<file path="config.mk">
export PLATFORM = sky130hd
export DESIGN_NAME = serial_adder
export DESIGN_NICKNAME = d
export VERILOG_FILES = /design/src/rtl/serial_adder.sv
export SDC_FILE = /design/constraint.sdc
export NUM_CORES = 1
export LEC_CHECK = 0
export CAP_MARGIN = 20
export CORE_MARGIN = 2
export CORE_UTILIZATION = 54
export CTS_BUF_LIST = sky130_fd_sc_hd__clkbuf_8
export DETAILED_ROUTE_END_ITERATION = 6
export PLACE_DENSITY = 0.82
export RECOVER_POWER = 25
export SLEW_MARGIN = 0
export SYNTH_ARGS = -nofsm -noshare
export SYNTH_HDL_FRONTEND = slang
export SYNTH_SLANG_ARGS = --single-unit
</file>
<file path="constraint.sdc">
create_clock -name clk -period 1.9 [get_ports clk]
set_input_delay 0.57 -clock clk [delete_from_list [all_inputs] [get_ports clk]]
set_output_delay 0.57 -clock clk [all_outputs]
set_load 0.01 [all_outputs]
</file>
<file path="src/rtl/serial_adder.sv">
// Bit-serial ripple adder: one full-adder slice plus a carry register,
// consuming one operand bit per clock (LSB first) behind a start/done handshake.
module serial_adder #(
    parameter int unsigned WIDTH = 8
) (
    input  logic             clk,
    input  logic             rst_n,
    input  logic             start,
    input  logic [WIDTH-1:0] a,
    input  logic [WIDTH-1:0] b,
    input  logic             cin,
    output logic             busy,
    output logic             done,
    output logic [WIDTH-1:0] sum,
    output logic             cout
);

    // Counter only needs to reach WIDTH-1; keep at least one bit for WIDTH=2.
    localparam int unsigned CW = (WIDTH > 2) ? $clog2(WIDTH) : 1;

    typedef enum logic [1:0] {
        IDLE = 2'd0,
        ADD  = 2'd1,
        DONE = 2'd2
    } state_t;

    state_t           state;
    logic [WIDTH-1:0] a_sr;
    logic [WIDTH-1:0] b_sr;
    logic [WIDTH-1:0] res_sr;
    logic             carry;
    logic [CW-1:0]    cnt;

    logic             s_c;
    logic             c_c;
    logic             last_c;

    // One-bit full-adder slice fed by the operand shift registers and carry.
    assign s_c    = a_sr[0] ^ b_sr[0] ^ carry;
    assign c_c    = (a_sr[0] & b_sr[0]) | (a_sr[0] & carry) | (b_sr[0] & carry);
    assign last_c = (cnt == CW'(WIDTH - 1));

    // Sequencer: load operands, ripple one bit per cycle, publish result once.
    always_ff @(posedge clk or negedge rst_n) begin
        if (!rst_n) begin
            state  <= IDLE;
            busy   <= 1'b0;
            done   <= 1'b0;
            sum    <= '0;
            cout   <= 1'b0;
            a_sr   <= '0;
            b_sr   <= '0;
            res_sr <= '0;
            carry  <= 1'b0;
            cnt    <= '0;
        end else begin
            done <= 1'b0;
            case (state)
                IDLE: begin
                    busy <= 1'b0;
                    if (start) begin
                        a_sr  <= a;
                        b_sr  <= b;
                        carry <= cin;
                        cnt   <= '0;
                        busy  <= 1'b1;
                        state <= ADD;
                    end
                end
                ADD: begin
                    a_sr   <= a_sr >> 1;
                    b_sr   <= b_sr >> 1;
                    res_sr <= {s_c, res_sr[WIDTH-1:1]};
                    carry  <= c_c;
                    cnt    <= cnt + CW'(1);
                    if (last_c) begin
                        sum   <= {s_c, res_sr[WIDTH-1:1]};
                        cout  <= c_c;
                        busy  <= 1'b0;
                        done  <= 1'b1;
                        state <= DONE;
                    end
                end
                DONE: begin
                    busy  <= 1'b0;
                    state <= IDLE;
                end
                default: begin
                    busy  <= 1'b0;
                    state <= IDLE;
                end
            endcase
        end
    end

endmodule

</file>
==> impl_results.md, run 1 <==
- Outcome: complete, no violations
- Slowest-stage cell, CP: clkdlybuf4s50_1
- WL/cell: 16.09 um
- HP Class: input pin to async pin
- PwrDens: 1591 nW/um2
- Yosys Warn Count: 0
- Clock buffer depth: 2
- DIE HEIGHT: 61.76 um
- Final ANT Viol Nets: 0
- Cell accounting for the most synthesized area: dfrtp_1
- Ratio of cells with drive above 1 in the final layout: 22.67%
- Commonest non-fill, non-tap cell in the layout: dfrtp_1
- CP max stage delay: 540 ps
- Root Buffer: clkbuf_8
- Arrival time at the worst endpoint: 1180 ps
- Fmax achieved: 573.0 MHz
- Cell area after synthesis: 1802 um2
- Final Slew Violations: 0
- Leakage Power: 0.9902 nW
- Least-Margin Pin Slew: 956.7 ps
- # IOs: 31
- Die X: 61.76 um
- Share of the synthesized area in the top cell type: 55.56%
- Cts hold-fix bufs: 0
- Max Cap Viol: 0
- Port-buffer cells: 30
- Util after Layout: 72.78%
- Clock skew: 5.615 ps
- Crit-path cells: clkdlybuf4s50_1
- Core region area: 3103 um2
- Largest net degree at the start of global routing: 41
- Initial DRC Count: 37
- Syn Nets: 160
- Fin crit period: 1745 ps
- Synth Instances: 137
- Fin crit share: 91.85%
- Finished Layout Cells: 216
- Unrepaired setup endpoints after global routing: false
- Yosys reg bits: 40
- Max IR drop VDD: 0.9840 mV
- Critical path data required time: 1330 ps
- Post-CTS Setup Inserts: 0
- Top cell family by delay on the critical path: buffers and inverters
- Critical path peak fanout: 2
- Final RePlAce weighted congestion: 0.8252
- Placed cells: 208
- Via count: 1222
- Area contributors post-synth: dfrtp_1 (56%), mux2_2 (10%), nor4b_1 (5.3%)
- Die Footprint: 3814 um2
- Gr usage total: 21.87%
- Vias/cell: 5.657
- Vias in the first global route: 1222
- Critical path class: register to primary output
- CTS buffer count: 5
- DPL Wire Length: 2.467 mm
- CTS Sinks: 40
- Average cell area after synthesis: 13.15 um2
- Router iterations before antenna repair: 4
- Cell variety after synth: 27
- Crit end category: primary output
- Initial antenna violation count: 0
- GRT Residual Overflow: 0
- CTS tree: done
- Clock transition at path regs: 80 ps
- Diode count: 0
- H-tree Lvls: 2
- Hold Fails Final Rpt: 0
- Post-route DRC: 0
- NumNets Final: 194
- Register area share after synthesis: 55.56%
- Number of setup violations in the final report: 0
- Relative max-transition margin: 36.22%
- Critical path buffers and inverters: 1
- First-pass GRT wire length: 5.837 mm
- Most frequent cells in the layout: dfrtp_1 (40), clkdlybuf4s50_1 (29), mux2_2 (16), inv_1 (14), nor4b_1 (11)
- Detailed Route WL: 3.475 mm
- Startpoint types: register
- Row Count: 20
- Initial Utilization: 58.06%
- Clk Latency, worst-skew pair: 290 ps
- Post-CTS Resized: 0
- Area added between synthesis and finish: 25.35%
-- synth_stat cells, drive strengths merged --
library cell,number
a21o,1
a221oi,5
a21oi,2
ha,2
nor4b,11
nand2b,2
fa,1
nor4bb,2
mux2i,1
o21bai,1
clkbuf,4
buf,8
a211o,1
a211oi,6
nand3b,2
mux2,16
o221a,4
nor3b,7
dfrtp,40
nor2b,1
or4b,4
inv,13
o21ba,1
a22o,2
-- registers in the layout, summed over array words and instances, names as in the netlist, 2 cells and up --
signal  flops
a_sr        8
b_sr        8
sum         8
res_sr      7
cnt         3
state       2
-- power breakdown --
group | internal [mW] | total (mW) | switching [mW] | leakage [nW]
combinational | 0.825 | 1.41 | 0.587 | 0.454
clock | 0.384 | 0.669 | 0.285 | 0.0593
sequential | 1.26 | 1.51 | 0.254 | 0.477
total | 2.47 | 3.59 | 1.13 | 0.990
-- final cells by class --
cell class	instances	area, um2
multi-input cells	72	685.7
repair buffers	39	360.3
inverters	13	48.80
clock buffers	5	68.82
clock inverters	3	38.79
well taps	44	55.05
flip-flops and latches	40	1001
fillers	231	844.6
-- per-stage QoR --
| stage | power (mW) | worst slack, ps | TNS (ps) | cell area [um2] | hold slack, ps |
|---|---|---|---|---|---|
| floorplan | 2.416 | 453.5 | 0 | 1802 | 274.4 |
| global placement | 2.857 | 23.02 | 0 | 2153 | 463.2 |
| finish | 3.592 | 154.9 | 0 | 2258 | 499.2 |
| CTS | 3.628 | 140.4 | 0 | 2261 | 331.6 |
| detailed placement | 2.950 | -45.08 | -103.1 | 2153 | 492.1 |
| global route | 3.834 | 106.7 | 0 | 2258 | 511.2 |
-- path summary, 6_finish.rpt --
| kind | from | endpoint | slack (ps) | depth (start not counted) |
|---|---|---|---|---|
| max | busy | busy | 150 | 1 |
| max in group asynchronous | rst_n | a_sr[1] | 800 | 2 |
| min reg2reg | cnt[0] | cnt[0] | 500 | 1 |
| min | rst_n | cnt[2] | 500 | 2 |
| min in group clk | cnt[0] | cnt[0] | 500 | 1 |
| max reg2reg | state[0] | res_sr[7] | 350 | 2 |
-- layer usage --
layer  vias to the layer above  part of all wire [%]  global-route usage [%]
met2                        47                    49                   34.14
met4                         0                   2.7                   10.64
met1                       597                    44                   28.49
met3                        10                   5.0                   5.797
li1                        568                     -                       -
met5                         -                     0                       0
-- cell families (layout without fill, tap and decap cells) --
| kind of cell | count (synthesis) | count (layout) | share of synthesized area [%] |
|---|---|---|---|
| adder cells (fa/ha/maj) | 3 | 3 | 2.500 |
| AND/OR/NAND/NOR | 29 | 29 | 14.17 |
| buffers and inverters | 25 | 60 | 6.388 |
| multiplexers | 17 | 17 | 10.56 |
| AO/OA/AOI/OAI | 23 | 23 | 10.83 |
| flip-flops | 40 | 40 | 55.56 |
(Power assumes the default switching activity.)
==> run 2, diff against run 1 <==
Settings changed: ABC_CLOCK_PERIOD_IN_PS from default to 1900, CORE_UTILIZATION 54 to 45, PLACE_DENSITY 0.82 to 0.71.
==> run 2 against run 1 <==
Die area is 19% higher. Register-to-register slack better by 40 ps. Clock skew is 2.2 ps lower. Fmax is 0.58% lower. Utilization is 12 points lower. Worst hold slack worse by 65 ps. Routed wire length is 3.5% lower. Clock-buffer cell count is 1 higher. Worst setup slack worse by 10 ps. Largest power group unchanged.
==> impl_results.md, run 2 (same netlist as run 1, synthesis figures left out) <==
- Outcome: complete, no violations
- Final RePlAce weighted congestion: 0.7712 (-6.5%)
- Critical path buffers and inverters: 1 (unchanged)
- Startpoint types: register
- Router iterations before antenna repair: 4 (unchanged)
- Core region area: 3744 um2 (+21%)
- Max IR drop VDD: 0.6869 mV (-30%)
- Finished Layout Cells: 222 (+2.8%)
- Crit path depth: 1 (unchanged)
- Port-buffer cells: 30 (unchanged)
- Root Buffer: clkbuf_8
- Diode count: 0 (unchanged)
- HP Class: input pin to async pin
- Critical path data required time: 1330 ps (about the same)
- Final Slew Violations: 0 (unchanged)
- Initial DRC Count: 60 (+62%)
- Clk Latency, worst-skew pair: 290 ps (about the same)
- Unrepaired setup endpoints after global routing: false
- Fin crit share: 92.38% (+0.54 points)
- Via count: 1230 (+0.65%)
- Detailed Route WL: 3.354 mm (-3.5%)
- Crit path setup slack, layout: 144.8 ps (-10.17 ps)
- Largest regs: a_sr x8, b_sr x8, sum x8
- Arrival time at the worst endpoint: 1190 ps (about the same)
- CTS Sinks: 40 (unchanged)
- Leakage Power: 0.9893 nW (about the same)
- Clock buffer depth: 2 (unchanged)
- NumNets Final: 196 (+1.0%)
- Initial antenna violation count: 0 (unchanged)
- Least-Margin Pin Slew: 1034 ps (+77.40 ps)
- Final Cell Area: 2262 um2 (+0.17%)
- Fin Hold WS: 434.3 ps (-64.97 ps)
- Fmax achieved: 569.7 MHz (-0.58%)
- Post-CTS Setup Inserts: 0 (unchanged)
- Fin crit period: 1755 ps (+10.17 ps)
- PwrDens: 1545 nW/um2 (-2.9%)
- Die X: 67.28 um (+8.9%)
- Slowest-stage cell, CP: clkdlybuf4s50_1
- Area added between synthesis and finish: 25.56%
- Setup_tns: 0 ps (unchanged)
- DP Worst Slack: 7.473 ps (+52.55 ps)
- Placed inst area: 2186 um2 (+1.5%)
- Initial Utilization: 48.13% (-9.9 points)
- # IOs: 31 (unchanged)
- Largest net degree at the start of global routing: 22 (-46%)
- Final ANT Viol Nets: 0 (unchanged)
- Die Footprint: 4526 um2 (+19%)
- DPL Wire Length: 2.465 mm (about the same)
- Number of setup violations in the final report: 0 (unchanged)
- H-tree Lvls: 2 (unchanged)
- GRT Residual Overflow: 0 (unchanged)
- Post-CTS Resized: 0 (unchanged)
- DIE HEIGHT: 67.28 um (+8.9%)
- Clock transition at path regs: 80 ps (about the same)
- CTS tree: done
- WL/cell: 15.11 um (-6.1%)
- Vias/cell: 5.541 (-2.1%)
- Crit end category: primary output
- Max Cap Viol: 0 (unchanged)
- Placed cells: 214 (+2.9%)
- Commonest non-fill, non-tap cell in the layout: dfrtp_1
- Most frequent cells in the layout: dfrtp_1 (40), clkdlybuf4s50_1 (29), mux2_2 (16), inv_1 (13), nor4b_1 (11)
- FF-to-FF path depth: 4 (+2)
- CTS buffer count: 5 (unchanged)
- Vias in the first global route: 1260 (+3.1%)
- Critical path peak fanout: 2 (unchanged)
- Post-route DRC: 0 (unchanged)
- Row Count: 22 (+10%)
- Hold Fails Final Rpt: 0 (unchanged)
- Clock skew: 3.457 ps (-2.158 ps)
- Relative max-transition margin: 31.06% (-5.2 points)
- Gr usage total: 17.57% (-4.3 points)
- Crit-path cells: clkdlybuf4s50_1
- Critical path class: register to primary output
- Cts hold-fix bufs: 0 (unchanged)
- Ratio of cells with drive above 1 in the final layout: 23.56% (+0.89 points)
- CP max stage delay: 540 ps (about the same)
- First-pass GRT wire length: 5.768 mm (-1.2%)
- Top cell family by delay on the critical path: buffers and inverters
==> run 2: cell types whose count changed in the layout (fill, tap and decap cells not counted), sizes merged <==
cell and change:
clkinv +1, clkbuf +2, inv -1, bufinv -1, buf +1
==> run 2: stage by stage <==
step,power (mW),utilization (%)
global placement,2.888,58.39
CTS,3.557,60.86
detailed placement,2.966,58.39
global route,3.773,60.43
finish,3.495,60.43
floorplan,2.416,-
==> run 2: final timing paths <==
check | endpoint | from | slack, ps
worst max-delay path | sum[7] | sum[7] | 140
worst min-delay path | sum[3] | rst_n | 430
worst max register to register | sum[7] | cnt[0] | 390
worst min register to register | cnt[0] | cnt[0] | 490
max in group asynchronous | b_sr[3] | rst_n | 390
min in group clk | cnt[0] | cnt[0] | 490
==> run 2: final cells by class <==
class | count | area [um2]
timing repair buffer | 41 | 374.1
multi-input combinational | 72 | 685.7
fill | 313 | 1481
inverter | 13 | 48.80
tap | 48 | 60.06
clock inverter | 2 | 10.01
sequential | 40 | 1001
clock buffer | 6 | 82.58
==> run 2: per-layer routing <==
metal | vias up | wire length [um] | GRT usage, % | share of wire, %
li1 | 575 | - | - | -
met1 | 614 | 1397 | 21.27 | 42
met2 | 37 | 1748 | 29.33 | 52
met3 | 4 | 164 | 5.167 | 4.9
met4 | 0 | 44 | 7.143 | 1.3
met5 | - | 0 | 0 | 0
==> run 2: worst register-to-register path, delay by kind of cell (launching register included) <==
kind / cells / cell delay, ps
fa+ha+maj: 2 / 440
flops: 1 / 400
mux: 1 / 370
simple gates: 1 / 190
==> run 2: report_power, final <==
part | switching (mW) | total, mW | leakage, nW | internal, mW
clock network | 0.288 | 0.577 | 0.0510 | 0.290
registers | 0.219 | 1.48 | 0.477 | 1.26
logic | 0.606 | 1.44 | 0.461 | 0.835
